<file path="src/rtl/alu_muldiv_seq.sv">
// Sequential EXE-stage ALU: registered single-cycle ops plus an iterative multiply/divide unit driving HI/LO.
// Optional build macro ALU_DIV_EN adds the restoring divider; without it DIV/DIVU behave as NOP.
module alu_muldiv_seq #(
    parameter int WIDTH   = 32,
    parameter int SHAMT_W = 5
) (
    input  logic               clk,
    input  logic               rst,
    input  logic               start,
    input  logic [3:0]         op,
    input  logic [WIDTH-1:0]   val1,
    input  logic [WIDTH-1:0]   val2,
    input  logic [SHAMT_W-1:0] shamt,
    output logic [WIDTH-1:0]   aluout,
    output logic               out_valid,
    output logic               busy,
    output logic [WIDTH-1:0]   hi,
    output logic [WIDTH-1:0]   lo
);

    localparam logic [SHAMT_W-1:0] LAST_ITER = SHAMT_W'(WIDTH - 1);

    typedef enum logic [1:0] {IDLE, MUL, DIV, DONE} state_t;

    state_t state, next_state;

    logic [2*WIDTH-1:0] acc;
    logic [WIDTH-1:0]   operand;
    logic [SHAMT_W-1:0] cnt;
    logic               is_mul, neg_lo, neg_hi;

    logic               alu_load, mul_load, div_load, dz_load;
    logic [WIDTH-1:0]   alu_result;
    logic               op_signed, sign_diff;
    logic [WIDTH-1:0]   mag_a, mag_b;
    logic [2*WIDTH-1:0] product;
    logic [WIDTH-1:0]   rem, quo, fin_hi, fin_lo;

    // acc = {partial product, remaining multiplier bits}; one multiplier bit retired per call
    function automatic logic [2*WIDTH-1:0] mul_step(input logic [2*WIDTH-1:0] acc_in,
                                                    input logic [WIDTH-1:0]   mcand);
        logic [WIDTH:0] sum;
        sum = {1'b0, acc_in[2*WIDTH-1:WIDTH]} + (acc_in[0] ? {1'b0, mcand} : {(WIDTH+1){1'b0}});
        return {sum, acc_in[WIDTH-1:1]};
    endfunction

    // acc = {partial remainder, dividend bits shifting out / quotient bits shifting in}
    function automatic logic [2*WIDTH-1:0] div_step(input logic [2*WIDTH-1:0] acc_in,
                                                    input logic [WIDTH-1:0]   divisor);
        logic [WIDTH:0] shifted, diff;
        shifted = {acc_in[2*WIDTH-1:WIDTH], acc_in[WIDTH-1]};
        diff    = shifted - {1'b0, divisor};
        if (diff[WIDTH])
            return {shifted[WIDTH-1:0], acc_in[WIDTH-2:0], 1'b0};
        else
            return {diff[WIDTH-1:0], acc_in[WIDTH-2:0], 1'b1};
    endfunction

    assign op_signed = (op == 4'd12) || (op == 4'd14);
    assign sign_diff = val1[WIDTH-1] ^ val2[WIDTH-1];
    assign mag_a     = (op_signed && val1[WIDTH-1]) ? -val1 : val1;
    assign mag_b     = (op_signed && val2[WIDTH-1]) ? -val2 : val2;

    always_comb begin
        alu_result = '0;
        case (op)
            4'd0:    alu_result = val1 + val2;
            4'd1:    alu_result = val1 & val2;
            4'd2:    alu_result = val1 - val2;
            4'd3:    alu_result = val1 | val2;
            4'd4:    alu_result = {{(WIDTH-1){1'b0}}, $signed(val1) < $signed(val2)};
            4'd5:    alu_result = ~(val1 | val2);
            4'd6:    alu_result = val2 << shamt;
            4'd7:    alu_result = val2 >> shamt;
            4'd9:    alu_result = WIDTH'($signed(val2) >>> shamt);
            4'd10:   alu_result = {{(WIDTH-1){1'b0}}, val1 < val2};
            4'd11:   alu_result = val1 ^ val2;
            default: alu_result = '0;
        endcase
    end

    // Signed results are rebuilt from magnitudes when DONE commits them
    assign product = neg_lo ? -acc : acc;
    assign rem     = acc[2*WIDTH-1:WIDTH];
    assign quo     = acc[WIDTH-1:0];
    assign fin_hi  = is_mul ? product[2*WIDTH-1:WIDTH] : (neg_hi ? -rem : rem);
    assign fin_lo  = is_mul ? product[WIDTH-1:0]       : (neg_lo ? -quo : quo);

    always_ff @(posedge clk) begin
        if (rst) begin
            state <= IDLE;
            busy  <= 1'b0;
        end else begin
            state <= next_state;
            busy  <= (next_state != IDLE);
        end
    end

    always_comb begin
        next_state = state;
        alu_load   = 1'b0;
        mul_load   = 1'b0;
        div_load   = 1'b0;
        dz_load    = 1'b0;
        case (state)
            IDLE: begin
                if (start) begin
                    if (op == 4'd12 || op == 4'd13) begin
                        mul_load   = 1'b1;
                        next_state = MUL;
                    end
`ifdef ALU_DIV_EN
                    else if (op == 4'd14 || op == 4'd15) begin
                        if (val2 == '0) begin
                            dz_load    = 1'b1;
                            next_state = DONE;
                        end else begin
                            div_load   = 1'b1;
                            next_state = DIV;
                        end
                    end
`endif
                    else begin
                        alu_load = 1'b1;
                    end
                end
            end
            MUL, DIV: begin
                if (cnt == LAST_ITER)
                    next_state = DONE;
            end
            DONE:    next_state = IDLE;
            default: next_state = IDLE;
        endcase
    end

    // The first iteration runs on the load edge so DONE lands inside the WIDTH busy cycles
    always_ff @(posedge clk) begin
        if (rst) begin
            aluout    <= '0;
            out_valid <= 1'b0;
            hi        <= '0;
            lo        <= '0;
            acc       <= '0;
            operand   <= '0;
            cnt       <= '0;
            is_mul    <= 1'b0;
            neg_lo    <= 1'b0;
            neg_hi    <= 1'b0;
        end else begin
            out_valid <= 1'b0;
            if (alu_load) begin
                aluout    <= alu_result;
                out_valid <= 1'b1;
            end
            if (mul_load) begin
                acc     <= mul_step({{WIDTH{1'b0}}, mag_b}, mag_a);
                operand <= mag_a;
                cnt     <= SHAMT_W'(1);
                is_mul  <= 1'b1;
                neg_lo  <= op_signed & sign_diff;
                neg_hi  <= 1'b0;
            end
            if (div_load) begin
                acc     <= div_step({{WIDTH{1'b0}}, mag_a}, mag_b);
                operand <= mag_b;
                cnt     <= SHAMT_W'(1);
                is_mul  <= 1'b0;
                neg_lo  <= op_signed & sign_diff;
                neg_hi  <= op_signed & val1[WIDTH-1];
            end
            if (dz_load) begin
                acc    <= {val1, {WIDTH{1'b1}}};
                is_mul <= 1'b0;
                neg_lo <= 1'b0;
                neg_hi <= 1'b0;
            end
            case (state)
                MUL: begin
                    acc <= mul_step(acc, operand);
                    cnt <= cnt + 1'b1;
                end
                DIV: begin
                    acc <= div_step(acc, operand);
                    cnt <= cnt + 1'b1;
                end
                DONE: begin
                    hi        <= fin_hi;
                    lo        <= fin_lo;
                    aluout    <= fin_lo;
                    out_valid <= 1'b1;
                end
                default: ;
            endcase
        end
    end

endmodule
</file>
<file path="config.mk">
export PLATFORM = sky130hd
export DESIGN_NAME = alu_muldiv_seq
export DESIGN_NICKNAME = d
export VERILOG_FILES = /design/src/rtl/alu_muldiv_seq.sv
export SDC_FILE = /design/constraint.sdc
export NUM_CORES = 1
export LEC_CHECK = 0
export CORE_ASPECT_RATIO = 0.7
export CORE_MARGIN = 5
export CORE_UTILIZATION = 46
export DETAILED_ROUTE_END_ITERATION = 8
export PLACE_DENSITY_LB_ADDON = 0.1
export RECOVER_POWER = 100
export SLEW_MARGIN = 5
export SYNTH_ARGS = -nofsm -noshare
export SYNTH_HDL_FRONTEND = slang
export SYNTH_SLANG_ARGS = --single-unit
</file>
<file path="constraint.sdc">
create_clock -name clk -period 4.77 [get_ports clk]
set_input_delay 0.7155 -clock clk [delete_from_list [all_inputs] [get_ports clk]]
set_output_delay 0.7155 -clock clk [all_outputs]
set_load 0.01 [all_outputs]
</file>
==> flow_metrics.env <==
export IMPL_pre_cts_ws_ns=0.0777
export IMPL_wl_per_cell_um=29.9
export IMPL_end_kind="register"
export IMPL_place_congestion=1.08
export IMPL_cap_violations=2
export IMPL_failed_checks="capacitance limit, slew limit"
export IMPL_setup_viol=0
export IMPL_final_setup_tns_ns=0
export IMPL_status="finished with violations"
export IMPL_yosys_top_cells_count="nor2_1, a21oi_1, nand2_1"
export IMPL_crit_buf_inv=4
export IMPL_syn_to_final_growth_pct=16.8
export IMPL_portBuffers=173
export IMPL_root_buffer="clkbuf_16"
export IMPL_worstPathRequired_ns=5.22
export IMPL_clk_pin_slew_worst_paths_ns=0.06
export IMPL_cts_repair_resized=0
export IMPL_finalCritPeriodShare_pct=94.6
export IMPL_ir_drop_mv=0.251
export IMPL_ant_nets=0
export IMPL_synth_area_per_cell_um2=7.32
export IMPL_crit_family="buffers and inverters"
export IMPL_async_reset_ff_share_pct=0
export IMPL_period_needed_ns=4.51
export IMPL_vias=28000
export IMPL_ioPinCount=174
export IMPL_post_dp_hpwl_um=97900
export IMPL_cts_setup_buffers=0
export IMPL_drc=0
export IMPL_synth_edf_count=0
export IMPL_antenna_found_initial=8
export IMPL_die_h_um=200
export IMPL_synthFlopType="dfxtp_1"
export IMPL_synth_most_common_cell="nor2_1"
export IMPL_ys_ff_latch=203
export IMPL_nets=3650
export IMPL_drive_gt1_share_pct=10.7
export IMPL_overflow=0
export IMPL_die_x_um=281
export IMPL_grt_pass1_wl_um=174000
export IMPL_synth_area_um2=23600
export IMPL_drt_pass1_iter_count=8
export IMPL_r2r_slack_ns=0.33
export IMPL_leakagePower_nw=11.0
export IMPL_cp_max_fo=28
export IMPL_relSlewSlack_pct=-80.8
export IMPL_grt_max_degree=85
export IMPL_grt_pass1_vias=25000
export IMPL_place_area_um2=27000
export IMPL_synth_area_top_cells="dfxtp_1, ha_1, a21oi_1, nor2_1, xnor2_1"
export IMPL_drtIter0Drc=5124
export IMPL_cp_slowest_cell="clkbuf_1"
export IMPL_synth_top_area_share_pct=17.2
export IMPL_yosysWarnings=0
export IMPL_ys_types=86
export IMPL_worstSetupPathType="input port to register"
export IMPL_finalClockSkew_ns=0.0210
export IMPL_via_per_inst=6.84
export IMPL_hold_buffers=0
export IMPL_track_usage_pct=41.4
export IMPL_rsz0062_at_grt="false"
export IMPL_synth_area_leader_cell="dfxtp_1"
export IMPL_cp_start_kind="input port"
export IMPL_setup_slack_ns=0.256
export IMPL_final_cell_area_um2=27600
export IMPL_hold_slack_ns=0.449
export IMPL_hp_class="register to register"
export IMPL_routed_wl_um=122000
export IMPL_cts_tree="built"
export IMPL_cts_max_level=1
export IMPL_clock_latency_ns=0.58
export IMPL_power_density_nw_per_um2=239
export IMPL_numCtsBuffers=23
export IMPL_start_util_pct=46.6
export IMPL_cts_sinks=203
export IMPL_fin_cells=4092
export IMPL_worstMarginPinSlew_ns=2.71
export IMPL_hold_viol=0
export IMPL_num_rows=69
export IMPL_crit_chain="dlygate4sd3_1 -> clkbuf_1 -> nor2_1 -> nand3_1 -> clkbuf_2 -> nor2_1 -> a221oi_1 -> o31ai_1 -> a2111oi_0 -> buf_4 -> a21o_1 -> a21boi_0"
export IMPL_core_area_um2=50800
export IMPL_placed_cells=4047
export IMPL_slew_violations=133
export IMPL_cts_max_path_buffers=3
export IMPL_synthCells=3228
export IMPL_crit_arrival_ns=4.96
export IMPL_fmax_ghz=0.222
export IMPL_synth_seq_area_share_pct=17.2
export IMPL_synth_fp_nets=3480
export IMPL_max_stage_delay_ns=0.77
export IMPL_cp_common_cell="nor2_1"
export IMPL_dieArea_um2=56100
-- placed cells by master, fill, tap and decap left out, types with 32 or more instances in the layout --
master / instances
a211oi_1: 119
a21o_1: 43
a21oi_1: 291
a221oi_1: 64
a31oi_1: 45
buf_4: 198
clkdlybuf4s50_1: 65
dfxtp_1: 203
dlygate4sd3_1: 104
ha_1: 172
inv_1: 160
mux2_2: 44
mux2i_1: 70
mux4_2: 37
nand2_1: 245
nand3_1: 60
nor2_1: 354
nor3_1: 69
o211ai_1: 47
o21a_1: 38
o21ai_0: 194
o31ai_1: 38
or3_1: 32
xnor2_1: 134
xor2_1: 47
-- power breakdown --
group          leakage, nW  switching (mW)  internal [mW]
sequential            1.65          0.0943           1.75
clock                0.366           0.836           1.01
combinational         8.97            1.85           1.05
total                 11.0            2.78           3.81
-- per-layer routing --
layer	GRT usage, %	vias up	routed length [µm]
met5	1.71	-	243
met4	9.10	8	3490
met3	21.3	251	22100
met2	52.6	2102	44100
met1	60.8	13300	52200
li1	-	12300	-
-- cells by family after synthesis --
group | Yosys count | share of synthesized area (%)
AOI/OAI and AO/OA | 1131 | 31.9
xor gates and xnor gates | 182 | 6.77
adders and majority gates | 176 | 9.44
buffers and inverters | 419 | 6.86
DFF | 203 | 17.2
muxes | 152 | 8.63
and+or+nand+nor | 965 | 19.2
-- path summary, 6_finish.rpt --
path / from / to / cells past startpoint
worst max-delay path: op[3] / aluout[6] / 12
worst min-delay path: lo[18] / lo[18] / 1
worst max register to register: acc[31] / acc[44] / 15
worst min register to register: lo[18] / lo[18] / 1
-- worst reg2reg max path, delay by kind of cell, from the launching register on --
kind | cells | cell delay, ns
AND/OR/NAND/NOR | 1 | 0.25
adder cells (fa/ha/maj) | 2 | 0.45
flip-flops | 1 | 0.44
buffers and inverters | 4 | 1.03
AO/OA/AOI/OAI | 6 | 1.53
multiplexers | 1 | 0.42
XOR/XNOR | 1 | 0.19
-- metrics by stage --
step	util (%)	total power, mW
after global routing	54.4	6.77
after CTS	54.7	6.46
after detailed placement	53.2	4.64
after floorplan	-	3.54
final	54.4	6.60
after global placement	53.2	4.61
-- final cells by class --
class | count | area [µm²]
sequential | 203 | 4060
tap | 674 | 843
multi-input combinational | 2606 | 18000
fill | 4871 | 23200
clock buffer | 37 | 698
clock inverter | 5 | 48.8
antenna | 3 | 7.51
timing repair buffer | 400 | 3360
inverter | 164 | 616
-- registers in the layout, indices dropped and copies added (netlist names) --
name,cells
state,2
busy,1
operand,32
neg_lo,1
lo,32
cnt,5
acc,64
hi,32
out_valid,1
aluout,32
is_mul,1
Note: power is estimated with default switching activity, not from simulation.
